**config.mk**
```make
export PLATFORM = sky130hd
export DESIGN_NAME = key_sched_ctrl
export DESIGN_NICKNAME = d
export VERILOG_FILES = /design/src/rtl/key_sched_ctrl.sv
export SDC_FILE = /design/constraint.sdc
export NUM_CORES = 2
export LEC_CHECK = 0
export BUFFER_PORTS_ARGS = -buffer_cell sky130_fd_sc_hd__buf_2
export CORE_MARGIN = 2
export CORE_UTILIZATION = 45
export DETAILED_ROUTE_END_ITERATION = 10
export SYNTH_ARGS = -nofsm -noshare
export SYNTH_HDL_FRONTEND = slang
export SYNTH_SLANG_ARGS = --single-unit
```
**constraint.sdc**
```tcl
create_clock -name clk_i -period 18.4 [get_ports clk_i]
set_input_delay 0.92 -clock clk_i [delete_from_list [all_inputs] [get_ports clk_i]]
set_output_delay 0.92 -clock clk_i [all_outputs]
set_load 0.005 [all_outputs]
```
**src/rtl/key_sched_ctrl.sv**
```systemverilog
// -----------------------------------------------------------------------------
// key_sched_ctrl
//
// Sequencer and storage for the AES-128 key schedule. On an accepted start the
// cipher key is latched and the round index is stepped 0..NR while the
// combinational key_expansion block computes each round key from the previous
// one. Every returned round key is written into an (NR+1)-entry buffer which
// the cipher datapath then reads by index with one cycle of latency.
//
// Optional feature (compile-time macro KEY_CACHE_EN):
//   When defined, a start in DONE whose key equals the latched cipher key is
//   treated as a cache hit: no expansion, state stays DONE, buffer untouched.
//   When undefined, every accepted start runs the full expansion.
//
// Parameters:
//   NR            number of cipher rounds; buffer holds NR+1 keys
//   KW            key / round-key width in bits
//
// Ports:
//   clk_i         system clock, all state on rising edge
//   rst_ni        asynchronous active-low reset
//   start_i       request key expansion; accepted only while ready_o=1
//   ready_o       high in IDLE and DONE, low while expanding
//   key_i         cipher key, sampled in the accept cycle
//   round_o       round index to key_expansion
//   cipher_key_o  latched cipher key to key_expansion
//   prev_key_o    previous round key to key_expansion
//   round_key_i   combinational round key returned by key_expansion
//   keys_valid_o  all NR+1 round keys stored and readable
//   rk_addr_i     round-key read index
//   rk_data_o     registered read data, one cycle after rk_addr_i
// -----------------------------------------------------------------------------
module key_sched_ctrl #(
  parameter int unsigned NR = 10,
  parameter int unsigned KW = 128
) (
  input  logic          clk_i,
  input  logic          rst_ni,
  input  logic          start_i,
  output logic          ready_o,
  input  logic [KW-1:0] key_i,
  output logic [3:0]    round_o,
  output logic [KW-1:0] cipher_key_o,
  output logic [KW-1:0] prev_key_o,
  input  logic [KW-1:0] round_key_i,
  output logic          keys_valid_o,
  input  logic [3:0]    rk_addr_i,
  output logic [KW-1:0] rk_data_o
);

  localparam logic [3:0] LastRound = 4'(NR);

  typedef enum logic [1:0] {
    StIdle,
    StExpand,
    StDone
  } state_e;

  state_e        state_q;
  logic          ready_q;
  logic          keys_valid_q;
  logic [3:0]    round_q;
  logic [KW-1:0] cipher_key_q;
  logic [KW-1:0] prev_key_q;
  logic [KW-1:0] rk_data_q;

  // Round-key storage; deliberately not reset, reads are gated by keys_valid_q.
  logic [KW-1:0] key_buf_q [0:NR];

  logic          accept;
  logic          rd_ok;
  logic [3:0]    rd_idx;
  logic [KW-1:0] rd_word;

`ifdef KEY_CACHE_EN
  logic cache_hit;

  // Re-requesting the key that is already expanded leaves the buffer as is.
  always_comb begin
    cache_hit = (state_q == StDone) && (key_i == cipher_key_q);
    accept    = start_i && ready_q && !cache_hit;
  end
`else
  always_comb begin
    accept = start_i && ready_q;
  end
`endif

  // Out-of-range or not-yet-valid reads return zero instead of wrapping.
  always_comb begin
    rd_ok   = keys_valid_q && (rk_addr_i <= LastRound);
    rd_idx  = rd_ok ? rk_addr_i : 4'd0;
    rd_word = rd_ok ? key_buf_q[rd_idx] : '0;
  end

  // Control FSM with registered outputs.
  always_ff @(posedge clk_i or negedge rst_ni) begin
    if (!rst_ni) begin
      state_q      <= StIdle;
      ready_q      <= 1'b1;
      keys_valid_q <= 1'b0;
      round_q      <= 4'd0;
      cipher_key_q <= '0;
      prev_key_q   <= '0;
      rk_data_q    <= '0;
    end else begin
      rk_data_q <= rd_word;
      unique case (state_q)
        StIdle, StDone: begin
          if (accept) begin
            state_q      <= StExpand;
            ready_q      <= 1'b0;
            keys_valid_q <= 1'b0;
            round_q      <= 4'd0;
            cipher_key_q <= key_i;
            prev_key_q   <= key_i;
          end
        end
        StExpand: begin
          // key_expansion returns the raw key for round 0, so the chain seeds itself.
          prev_key_q <= round_key_i;
          if (round_q == LastRound) begin
            state_q      <= StDone;
            ready_q      <= 1'b1;
            keys_valid_q <= 1'b1;
            round_q      <= 4'd0;
          end else begin
            round_q <= round_q + 4'd1;
          end
        end
        default: begin
          state_q <= StIdle;
          ready_q <= 1'b1;
        end
      endcase
    end
  end

  // Buffer write: one round key per EXPAND cycle, indexed by the current round.
  always_ff @(posedge clk_i) begin
    if (state_q == StExpand) begin
      key_buf_q[round_q] <= round_key_i;
    end
  end

  assign ready_o      = ready_q;
  assign keys_valid_o = keys_valid_q;
  assign round_o      = round_q;
  assign cipher_key_o = cipher_key_q;
  assign prev_key_o   = prev_key_q;
  assign rk_data_o    = rk_data_q;

endmodule
```
==> key figures <==
Route
  – 1st-iter DRT viols: 3,966
  – ANT nets after route: 0
  – Routed wl met3: 11,500 µm
  – DR top layer: met5
  – Via density per instance: 5.79
  – Via count: 44,108
  – TritonRoute pass-1 iters: 7
  – WL met1: 85,300 µm
  – Avg WL per Cell: 26.1 µm
  – Met2 Wirelength: 97,400 µm
  – DR DRC count: 0
  – Drt total wl: 199,000 µm

Timing
  – Fin. max-slew vios: 0
  – Clock Skews: 0.0290 ns
  – Minimum clock period: 4.31 ns
  – Final hold vios: 0
  – Final setup violation count: 0
  – Slew margin rel.: 0.142
  – Final WS setup: 14.09 ns
  – Maximum clock rate: 0.232 GHz
  – Crit share post-route: 0.234
  – RSZ-0062 raised after global routing: false
  – Least-Margin Pin Slew: 1.29 ns
  – Sum of negative setup slack: 0 ns

CTS
  – Hold_buf cts: 0
  – CTS Buf Count: 186
  – Max Root-Sink Buffers: 3
  – Root buffer cell: clkbuf_16
  – PostCTS Resize Cnt: 0
  – Worst-Skew Late Latency: 0.81 ns
  – # Post-CTS Setup Buffers: 0
  – Htree depth: 4
  – Clk slew on worst S/H paths: 0.06 ns
  – Clock sink count: 1,800
  – CTS tree: done

Hold path
  – Hold Path Class: in -> async

Setup path
  – Largest delay share family, worst path: buffers and inverters
  – Crit path largest cell delay: 0.90 ns
  – Worst path arrival time: 4.73 ns
  – Crit start category: flip-flop
  – Critical path's most frequent cell: buf_4
  – Crit-path cells: nand2b_1 -> or3_1 -> nor3_2 -> buf_4 -> buf_4
  – Buf+Inv Stages, Crit Path: 2
  – Stages on worst setup path: 5
  – Crit-path slowest cell: nor3_2
  – R2R depth: 5
  – CP Class: reg -> reg
  – CP required: 18.82 ns
  – Worst-path fanout max: 46
  – Crit. End Element: flip-flop

Power and ir drop
  – Pwr dens: 141 mW/mm²
  – LEAKAGE: 0.0307 µW
  – Peak VDD IR: 0.134 mV

GRT
  – Global-route wire length before repair: 294,000 µm
  – GRT Overall Usage: 0.244
  – Largest net degree at the start of global routing: 190
  – Overflow after GRT: 0
  – Initial antenna violation count: 8
  – Vias in the first global route: 44,542

Finish
  – Most frequent cells in the layout: 1,408 x edfxtp_1, 702 x nand2_1, 647 x buf_2, 391 x dfrtp_1, 385 x a21oi_1
  – Area grow syn2layout: 15.9%
  – Finished Cell Area: 0.0821 mm²
  – Final net count: 5,658
  – Layout cell share with drive strength beyond 1: 0.246
  – Filler cell count: 12,987
  – Commonest non-fill, non-tap cell in the layout: edfxtp_1
  – Area of the multi-input gates: 0.0174 mm²
  – Storage element area: 0.0521 mm²

Floorplan
  – Core ar.: 0.156 mm²
  – Starting density of the core: 0.453
  – Num ports: 653
  – Width of the die: 401 µm
  – FP Rows: 145
  – Chip height: 401 µm
  – Die area: 0.161 mm²

Placed design
  – Port Buf Inserts: 652
  – Post-Place Worst Slack: 13.40 ns
  – HPWL after DPL: 103,000 µm
  – GPL Wtd Cong: 0.765
  – Placement Cell Area: 0.0761 mm²

Logic synthesis
  – Synth Flop Type: edfxtp_1
  – Library cells used by synthesis: 39
  – Mapped Area: 0.0709 mm²
  – #FFs+latches synth: 1,800
  – EDFF count, synth: 1,408
  – Mean Syn Cell Area: 14.7 µm²
  – Ys async rst share: 0.218
  – Sequential fraction of the synthesis area: 0.735
  – Synth Warn #: 0
  – Synth Net Count: 5,086
  – Number of cells produced by synthesis: 4,823

Status
  – Outcome: finished clean

Job
  – Max-cap violations: 0
## worst paths after layout
check / slack, ns / to / from
worst max-delay path: 14.09 / key_buf_q[0][50] / state_q[1]
worst max register to register: 14.09 / key_buf_q[0][50] / state_q[1]
worst min register to register: 0.46 / prev_key_o[103] / prev_key_o[103]
max in group asynchronous: 15.45 / rk_data_o[20] / rst_ni
min in group clk_i: 0.30 / cipher_key_o[7] / key_i[7]
worst min-delay path: 0.07 / rk_data_o[58] / rst_ni
## Yosys cell counts, types with 63 or more instances
| cell type | number | share of area |
|---|---|---|
| clkbuf_1 | 236 | 0.013 |
| nand2_1 | 704 | 0.037 |
| dfrtp_1 | 391 | 0.14 |
| or2_2 | 129 | 0.011 |
| a21oi_1 | 385 | 0.027 |
| a221oi_1 | 69 | 0.0085 |
| buf_2 | 63 | 0.0044 |
| edfxtp_1 | 1408 | 0.60 |
| mux2i_1 | 256 | 0.036 |
| a22oi_1 | 129 | 0.014 |
| mux2_2 | 201 | 0.032 |
| nor2_1 | 141 | 0.0075 |
| o2111ai_1 | 128 | 0.016 |
| nand2b_1 | 132 | 0.012 |
| o22ai_1 | 128 | 0.011 |
| o31ai_1 | 128 | 0.014 |
## state kept, by name, indices dropped and copies added, names as in the netlist
register      cells
state_q           2
prev_key_o      128
rk_data_o       128
round_o           4
key_buf_q      1408
ready_o           1
cipher_key_o    128
keys_valid_o      1
## area by class of cell
| type | count | area share |
|---|---|---|
| sequential | 1800 | 0.634 |
| inverter | 3 | 0.000137 |
| tap | 2058 | 0.0314 |
| clock buffer | 270 | 0.0650 |
| clock inverter | 79 | 0.00885 |
| timing repair buffer | 732 | 0.0487 |
| antenna | 2 | 0.0000609 |
| multi-input combinational | 2672 | 0.212 |
## logic make-up (layout without fill, tap and decap cells)
family,count (synthesis),after routing,share of synthesized area
buffers and inverters,351,1084,0.0220
AND/OR/NAND/NOR,1120,1120,0.0690
multiplexers,457,457,0.0681
flip-flops,1800,1800,0.735
AO/OA/AOI/OAI,1095,1095,0.106
other,0,2,0
## power breakdown
| part | switching (µW) | internal (µW) | leakage, µW | total, µW |
|---|---|---|---|---|
| logic | 1520 | 726 | 0.00998 | 2240 |
| clock network | 1590 | 2140 | 0.00299 | 3720 |
| registers | 284 | 5310 | 0.0178 | 5590 |
| total | 3390 | 8170 | 0.0307 | 11600 |
## layer usage
metal | GRT usage | up-vias
met3 | 0.0371 | 281
li1 | - | 19449
met4 | 0.0658 | 6
met1 | 0.335 | 22821
met5 | 0 | -
met2 | 0.405 | 1551
## through the flow
stage | util | instances | hold slack [ns] | power (µW)
2_1_floorplan | - | 4823 | 0.463 | 6930
3_3_place_gp | 0.486 | 7265 | 0.444 | 7890
3_5_place_dp | 0.486 | 7265 | 0.450 | 7940
4_1_cts | 0.525 | 7614 | 0.0549 | 11700
5_1_grt | 0.525 | 7615 | 0.0837 | 12100
6_report | 0.525 | 7616 | 0.0715 | 11600
Note: power is estimated with default switching activity, not from simulation.
